**src/rtl/seq_serializer.sv**
```systemverilog
// Parallel-to-serial feeder: takes a WIDTH-bit word over load/ready and emits it
// MSB-first, one bit per clock, on out. Back-to-back words stream with no gap.
module seq_serializer #(
    parameter int WIDTH = 8,
    parameter int CW    = 5
) (
    input  logic             clk,
    input  logic             reset,
    input  logic [WIDTH-1:0] din,
    input  logic             load,
    output logic             ready,
    output logic             out,
    output logic             out_valid,
    output logic             done
);

    // The FSM state is exactly the out_valid flag, so out_valid doubles as the state probe.
    typedef enum logic {
        IDLE  = 1'b0,
        SHIFT = 1'b1
    } state_t;

    state_t           state_q, state_d;
    logic [WIDTH-1:0] shreg_q, shreg_d;
    logic [CW-1:0]    cnt_q, cnt_d;
    logic             out_q, out_d;
    logic             last;
    logic             accept;

    // Handshake: a word transfers on a rising edge where load && ready. ready depends
    // only on registered state; a source must hold load and din until it sees ready.
    assign out_valid = (state_q == SHIFT);
    assign last      = out_valid && (cnt_q == '0);
    assign ready     = !out_valid || last;
    assign done      = last;
    assign out       = out_q;
    assign accept    = load && ready;

    always_comb begin
        state_d = state_q;
        shreg_d = shreg_q;
        cnt_d   = cnt_q;
        out_d   = out_q;
        if (accept) begin
            // Accepting on the last bit keeps the stream contiguous across words.
            shreg_d = din << 1;
            out_d   = din[WIDTH-1];
            cnt_d   = CW'(WIDTH - 1);
            state_d = SHIFT;
        end else if (out_valid && !last) begin
            out_d   = shreg_q[WIDTH-1];
            shreg_d = shreg_q << 1;
            cnt_d   = cnt_q - CW'(1);
        end else if (last) begin
            out_d   = 1'b0;
            state_d = IDLE;
        end
    end

    always_ff @(posedge clk) begin
        if (reset) begin
            state_q <= IDLE;
            shreg_q <= '0;
            cnt_q   <= '0;
            out_q   <= 1'b0;
        end else begin
            state_q <= state_d;
            shreg_q <= shreg_d;
            cnt_q   <= cnt_d;
            out_q   <= out_d;
        end
    end

endmodule

```
**config.mk**
```make
export PLATFORM = sky130hd
export DESIGN_NAME = seq_serializer
export DESIGN_NICKNAME = d
export VERILOG_FILES = /design/src/rtl/seq_serializer.sv
export SDC_FILE = /design/constraint.sdc
export NUM_CORES = 1
export LEC_CHECK = 0
export CORE_UTILIZATION = 45
export CTS_CLUSTER_SIZE = 14
export DETAILED_ROUTE_END_ITERATION = 8
export GPL_TIMING_DRIVEN = 0
export PLACE_DENSITY = 0.7
export SYNTH_ARGS = -nofsm -noshare
export SYNTH_HDL_FRONTEND = slang
export SYNTH_SLANG_ARGS = --single-unit
```
**constraint.sdc**
```tcl
create_clock -name clk -period 2.1 [get_ports clk]
set_input_delay 0.21 -clock clk [delete_from_list [all_inputs] [get_ports clk]]
set_output_delay 0.21 -clock clk [all_outputs]
set_load 0.02 [all_outputs]
```
* Word-level counts from Yosys, hierarchy flattened
Index checks and enable logic that the tools add are counted.
** Word-level totals
- Bits in registers :: 14
- Input bits :: 11
- Output and inout port bits :: 4
- Word-level logic and storage cells :: 28
** Operators by class
- Add/subtract/negate cells :: 1
- Eq/ne operators :: 1
- Multiplexer cells :: 9
- Reduce and logical (&&, ||, !) cells :: 12
** Operator list (number)
- 8-bit two-way mux :: 2
- 3-bit two-way mux :: 2
- 5-bit logical NOT :: 1
- 1-bit two-way mux :: 5
- 5-bit by 1-bit subtractor with 5-bit output (second input constant) :: 1
- 2-bit nonzero test :: 2
- 1-bit logical AND :: 3
- 3-bit nonzero test :: 1
- 1-bit logical NOT :: 2
- 2-bit inequality test (second input constant) :: 1
- 2-bit AND reduction :: 1
- 2-bit OR reduction :: 1
- 1-bit logical OR :: 1

* Logic depth before layout (Yosys ltp)
Gate-level depths: netlist (run 1).
- Depth in word-level cells :: 6
- Depth in mapped cells :: 6
- Mapped depth without buffers :: 6

* Least setup slack after synthesis (run 1)
Ideal clock, no wire load.
- Path kind :: reg2out
- Start :: register cnt_q[0]
- End :: output port done
- Arrival :: 1.345 ns
- Required time :: 1.890 ns
- Slack :: 0.545 ns
- Stages on the path, launching flop included :: 5
- Buffers on the path :: 0
- Cell sequence :: dfxtp_1 -> inv_1 -> ha_1 -> or4b_4 -> nor2_1
** Between the ends
- Cells in the longest elaborated chain, start to end :: 2
** RTL lines
- start: declaration :: line 25 : logic [CW-1:0] cnt_q, cnt_d;
- start signal: assignment :: line 69 : cnt_q <= cnt_d;
- 5-bit logical NOT :: line 33 : assign last = out_valid && (cnt_q == '0);
- 1-bit logical AND :: line 33
- end: declaration :: line 14 : output logic done
No other way between the ends.

* Final worst setup path (run 1)
- Start :: register cnt_q[0]
- End :: output port ready
** Between the ends
- Cells in the longest elaborated chain, start to end :: 3
** RTL lines
- 5-bit logical NOT :: line 33
- 1-bit logical AND :: line 33
- 1-bit logical OR :: line 34 : assign ready = !out_valid || last;
- end: declaration :: line 11 : output logic ready,
No other way between the ends.

==> results of run 1 <==
==> state kept, by name, indices dropped and copies added (netlist names) <==
| signal | flops |
|---|---|
| shreg_q | 7 |
| out_valid | 1 |
| cnt_q | 5 |
| out | 1 |
==> area by class of cell <==
| class | instances | area share (%) |
|---|---|---|
| buffer | 5 | 3.13 |
| clock buffer | 3 | 2.56 |
| inverter | 6 | 2.56 |
| multi-input combinational | 50 | 42.5 |
| sequential | 14 | 31.9 |
| tap | 15 | 2.14 |
| timing repair buffer | 14 | 15.2 |
==> path summary, 6_finish.rpt <==
| kind | startpoint | end | slack, ns | depth (start not counted) |
|---|---|---|---|---|
| min reg2reg | shreg_q[7] | out | 0.51 | 2 |
| min | shreg_q[7] | out | 0.51 | 2 |
| max | cnt_q[0] | ready | 0.13 | 6 |
| max reg2reg | cnt_q[0] | cnt_q[0] | 0.53 | 5 |
==> logic make-up (layout without fill, tap and decap cells) <==
family / count (synthesis) / after routing
muxes: 7 / 7
DFF: 14 / 14
and+or+nand+nor: 23 / 23
adders and majority gates: 2 / 2
AOI/OAI and AO/OA: 18 / 18
buffers and inverters: 11 / 28
==> power by group <==
group          internal, mW  switching [mW]  total [mW]
combinational        0.0810          0.0873       0.168
sequential            0.293          0.0206       0.313
clock                0.0666          0.0815       0.148
==> through the flow <==
step           util [%]  total power [mW]
6_report           64.3             0.630
5_1_grt            64.3             0.667
4_1_cts            64.4             0.637
3_5_place_dp       62.9             0.488
3_3_place_gp       62.9             0.486
2_1_floorplan         -             0.428
==> repair_timing <==
item                                    4_1_cts  5_1_grt
hold endpoints to repair                      0        0
gates cloned                                  0        0
gates resized for setup                       2        3
endpoints found under the setup margin        2        2
==> cells in the mapped netlist <==
| library cell | count |
|---|---|
| dfxtp_1 | 14 |
| nor3_1 | 9 |
| a211oi_1 | 8 |
| mux2i_1 | 7 |
| inv_1 | 5 |
| nand3_1 | 4 |
| nor2_1 | 3 |
| clkbuf_1 | 2 |
| ha_1 | 2 |
| o21ai_0 | 2 |
| a211oi_2 | 1 |
| a21oi_1 | 1 |
| a21oi_2 | 1 |
| a221oi_1 | 1 |
| a311oi_1 | 1 |
| a31oi_1 | 1 |
| buf_2 | 1 |
| buf_4 | 1 |
| clkbuf_4 | 1 |
| inv_2 | 1 |
| nand2_1 | 1 |
| nand4bb_1 | 1 |
| nor4_1 | 1 |
| nor4b_2 | 1 |
| o211ai_1 | 1 |
| o311ai_0 | 1 |
| or2_2 | 1 |
| or3_1 | 1 |
| or4b_4 | 1 |
==> metal layers <==
layer / GRT usage (%) / vias up / share of wire, %
met3: 6.96 / 5 / 5.5
met2: 28.7 / 23 / 44
li1: - / 317 / -
met5: 0 / - / 0
met1: 24.6 / 284 / 50
met4: 5.81 / 0 / 1.1
==> cells in the final DEF (no fill, tap or decap), drive strengths merged, types with 2 or more instances in the layout <==
master	count
dfxtp	14
clkdlybuf4s50	12
nor3	9
a211oi	9
mux2i	7
clkbuf	7
inv	6
nand3	4
nor2	3
o21ai	2
ha	2
buf	2
a21oi	2
==> critical path, stage by stage, from the launching register on <==
cell,delay [ns]
dfxtp_1,0.33
inv_1,0.11
ha_1,0.18
nor4b_2,0.29
nor2_2,0.09
inv_2,0.13
dlygate4sd2_1,0.35
==> results.yml, run 1 <==
routing:
  drt.antenna.violating_nets: 0
  vias: 629
  drc: 0
  post_drt_wl_per_cell_um: 14.2
  drt_iter0_markers: 27
  wirelength_um: 1520
  viasPerCell: 5.88
  dr.pass1.iters: 4
synthesis:
  synthSimpleGateAreaFrac_pct: 19.8
  synth_seq_cells: 14
  synthXorXnorAreaFrac_pct: 0
  synthCells: 75
  synth_fp_nets: 88
  synthMuxAreaShare_pct: 10.0
  synth_largest_area_cell: "dfxtp_1"
  synth_area_per_cell_um2: 9.34
  synth_top_area_share_pct: 40.0
  syn_area_um2: 701
  yosysWarnings: 0
  yosysSeqAreaShare_pct: 40.0
  synthAdderAreaFrac_pct: 3.57
  netlist_top_cells_area: "dfxtp_1, mux2i_1, a211oi_1, nor3_1, ha_1"
  synth_top_family_by_area: "simple AND/OR/NAND/NOR gates"
  synth_compound_gate_area_share_pct: 19.5
  ys_types: 29
final_layout:
  drive_above_1_share_pct: 15.2
  multiInputGateArea_um2: 373
  num-fill-cells: 121
  syn_to_final_growth_pct: 25.4
  finish.cell_count_without_fillers: 107
  seqCellArea_um2: 280
  design_area_um2: 878
  n_antenna_cell: 0
  nNetsFinal: 107
clocking:
  htreeDepth: 1
  cts_buffers: 3
  hold_buffers: 0
  post_cts_buffers: 0
  cts_tree: "yes"
  clk_latency_ns: 0.28
  cts.reportedPaths.clkPinSlew_ns: 0.08
  cts_root_buf: "clkbuf_4"
  clockBufferDepth: 2
  cts_sinks: 14
die:
  rows: 13
  die_h_um: 41.5
  dieArea_um2: 1720
  core_area_um2: 1370
  ios: 15
  die_w_um: 41.5
  initial_utilization_pct: 51.3
worst_setup_path:
  cp-start-kind: "flop"
  critPathArrivalTime_ns: 1.76
  cp-end-kind: "output port"
  cp.required_ns: 1.89
  cp_max_fo: 7
  path_class: "flop to output port"
placement:
  portBuffers: 14
  place_area_um2: 860
  dpl.hpwl_um: 1080
  gp_congestion: 0.824
  pre_cts_slack_ns: 0.0937
  dpl.cell_count: 104
timing:
  whs_ns: 0.511
  finalHoldViolCount: 0
  fin_crit_sh_pct: 94.0
  slew_headroom_pct: 68.5
  setup_viol: 0
  slew_violations: 0
  finalWorstSetupSlack_ns: 0.126
  max_clock_freq_ghz: 0.507
  finalCriticalPeriod_ns: 1.97
  tns_ns: 0
  rsz0062_at_grt: "no"
  worstMarginPinSlew_ns: 0.472
  clock_skew_ns: 0.000713
min_path:
  hp-class: "flop to flop"
global_route:
  grt_max_degree: 11
  grt_pass1_wl_um: 2500
  grt_pass1_vias: 549
  antenna_found_initial: 0
  track_usage_pct: 18.8
  grt_overflow_total: 0
power_and_ir_drop:
  power.density_nw_per_um2: 717
  p_leak_nw: 0.335
  ir_worst_vdd_mv: 0.394
run_status:
  status: "finished, final reports clean"
job:
  max_cap_viol_count: 0
Note: power is estimated with default switching activity, not from simulation.
==> run 2: changes to the inputs <==
--- a/config.mk
+++ b/config.mk
@@ -5,11 +5,11 @@
 export SDC_FILE = /design/constraint.sdc
 export NUM_CORES = 1
 export LEC_CHECK = 0
-export CORE_UTILIZATION = 45
+export CORE_UTILIZATION = 40
 export CTS_CLUSTER_SIZE = 14
 export DETAILED_ROUTE_END_ITERATION = 8
 export GPL_TIMING_DRIVEN = 0
-export PLACE_DENSITY = 0.7
+export PLACE_DENSITY = 0.67
 export SYNTH_ARGS = -nofsm -noshare
 export SYNTH_HDL_FRONTEND = slang
 export SYNTH_SLANG_ARGS = --single-unit
==> results.yml, run 2 (synthesized netlist as in run 1, its figures left out) <==
power_and_ir_drop:
  switchingPower_mw: 0.198
  seq_power_share_pct: 46.3
  pwr-share-clk_pct: 28.8
  ir_worst_vdd_mv: 0.389
  intPower_mw: 0.479
  p_leak_nw: 0.343
  total_power_mw: 0.677
  p_sw_share_pct: 29.2
  power.density_nw_per_um2: 758
  power.share.combinational_pct: 24.9
global_route:
  antenna_found_initial: 0
  track_usage_pct: 18.5
  grt_max_degree: 11
  grt_overflow_total: 0
  grt_pass1_wl_um: 2560
  grt_pass1_vias: 598
routing:
  vias: 634
  drc: 0
  drt.antenna.violating_nets: 0
  dr.pass1.iters: 6
  viasPerCell: 5.82
  post_drt_wl_per_cell_um: 14.2
  drt_iter0_markers: 7
  wirelength_um: 1550
worst_setup_path:
  path_class: "flop to output port"
  r2r-start: "cnt_q[0]"
  startpoint: "cnt_q[0]"
  cp_max_fo: 7
  cp-end-kind: "output port"
  critPathArrivalTime_ns: 1.73
  cp-start-kind: "flop"
  r2r-end: "cnt_q[0]"
  cp.required_ns: 1.89
  r2r_cells: 5
  endpoint: "ready"
  reg2reg_slack_ns: 0.53
timing:
  setup_viol: 0
  tns_ns: 0
  worstMarginPinSlew_ns: 0.489
  rsz0062_at_grt: "no"
  slew_headroom_pct: 67.4
  max_clock_freq_ghz: 0.516
  fin_crit_sh_pct: 92.2
  finalCriticalPeriod_ns: 1.94
  slew_violations: 0
  clock_skew_ns: 0.00881
  finalHoldViolCount: 0
placement:
  gp_congestion: 0.727
  place_area_um2: 861
  dpl.hpwl_um: 1060
  portBuffers: 14
  dpl.cell_count: 105
clocking:
  cts.reportedPaths.clkPinSlew_ns: 0.09
  hold_buffers: 0
  cts_sinks: 14
  clk_latency_ns: 0.28
  cts-resized-gates: 2
  post_cts_buffers: 0
  cts_tree: "yes"
  cts_root_buf: "clkbuf_4"
  htreeDepth: 1
  cts_buffers: 3
  clockBufferDepth: 2
final_layout:
  num-fill-cells: 155
  top_register: "shreg_q"
  n_antenna_cell: 0
  final_cell_mix: "dfxtp_1, clkdlybuf4s50_1, nor3_1, a211oi_1, mux2i_1"
  largest_register_ffs: 7
  nNetsFinal: 107
  syn_to_final_growth_pct: 27.5
  design_area_um2: 893
  mostFrequentLayoutCell: "dfxtp_1"
  multiInputGateArea_um2: 373
  seqCellArea_um2: 280
  drive_above_1_share_pct: 16.1
  top_regs: "shreg_q: 7 flops, cnt_q: 5 flops"
  finish.cell_count_without_fillers: 109
die:
  dieArea_um2: 1920
  die_w_um: 43.9
  initial_utilization_pct: 44.4
  core_area_um2: 1580
  die_h_um: 43.9
  ios: 15
  rows: 14
run_status:
  status: "finished, final reports clean"
min_path:
  hp-class: "flop to flop"
job:
  max_cap_viol_count: 0
[run 2: cell type report]
type,count,area share (%)
Multi-Input combinational cell,50,41.7
Sequential cell,14,31.4
Timing Repair Buffer,14,15.0
Clock buffer,4,4.06
Buffer,5,3.08
Inverter,6,2.52
Tap cell,16,2.24
[run 2: per-layer routing]
layer	track usage, %	routed length (um)
met1	23.3	762
met2	29.9	694
met3	6.25	75
met4	6.06	13
met5	0	0
[run 2: worst max-delay path, cell delays in order (launching register included)]
cell and delay, ns:
dfxtp_1 0.32, inv_1 0.12, ha_1 0.17, nor4b_2 0.26, nor2_2 0.09, inv_2 0.13, dlygate4sd2_1 0.35
[run 2: how the worst min path moves through the flow]
stage	cells past startpoint	endpoint	startpoint	slack, ns
after floorplan	1	out	reset	0.28
after detailed placement	2	out	shreg_q[7]	0.50
final	2	out	shreg_q[7]	0.51
after global routing	3	shreg_q[1]	din[0]	0.55
after CTS	2	out	shreg_q[7]	0.51
after global placement	2	out	shreg_q[7]	0.49
[run 2: through the flow]
step	setup WS [ns]	util (%)	hold WS, ns
finish	0.163	56.7	0.513
global route	0.0560	56.7	0.548
global placement	0.0924	54.6	0.493
floorplan	0.545	-	0.282
detailed placement	0.0641	54.6	0.500
CTS	0.0208	56.7	0.513
[run 2: power groups by stage]
stage	combinational (mW)	sequential (mW)	clock [mW]
6_report	0.168	0.313	0.195
5_1_grt	0.184	0.317	0.216
4_1_cts	0.168	0.313	0.204
3_5_place_dp	0.170	0.319	0
3_3_place_gp	0.167	0.318	0
2_1_floorplan	0.110	0.319	0
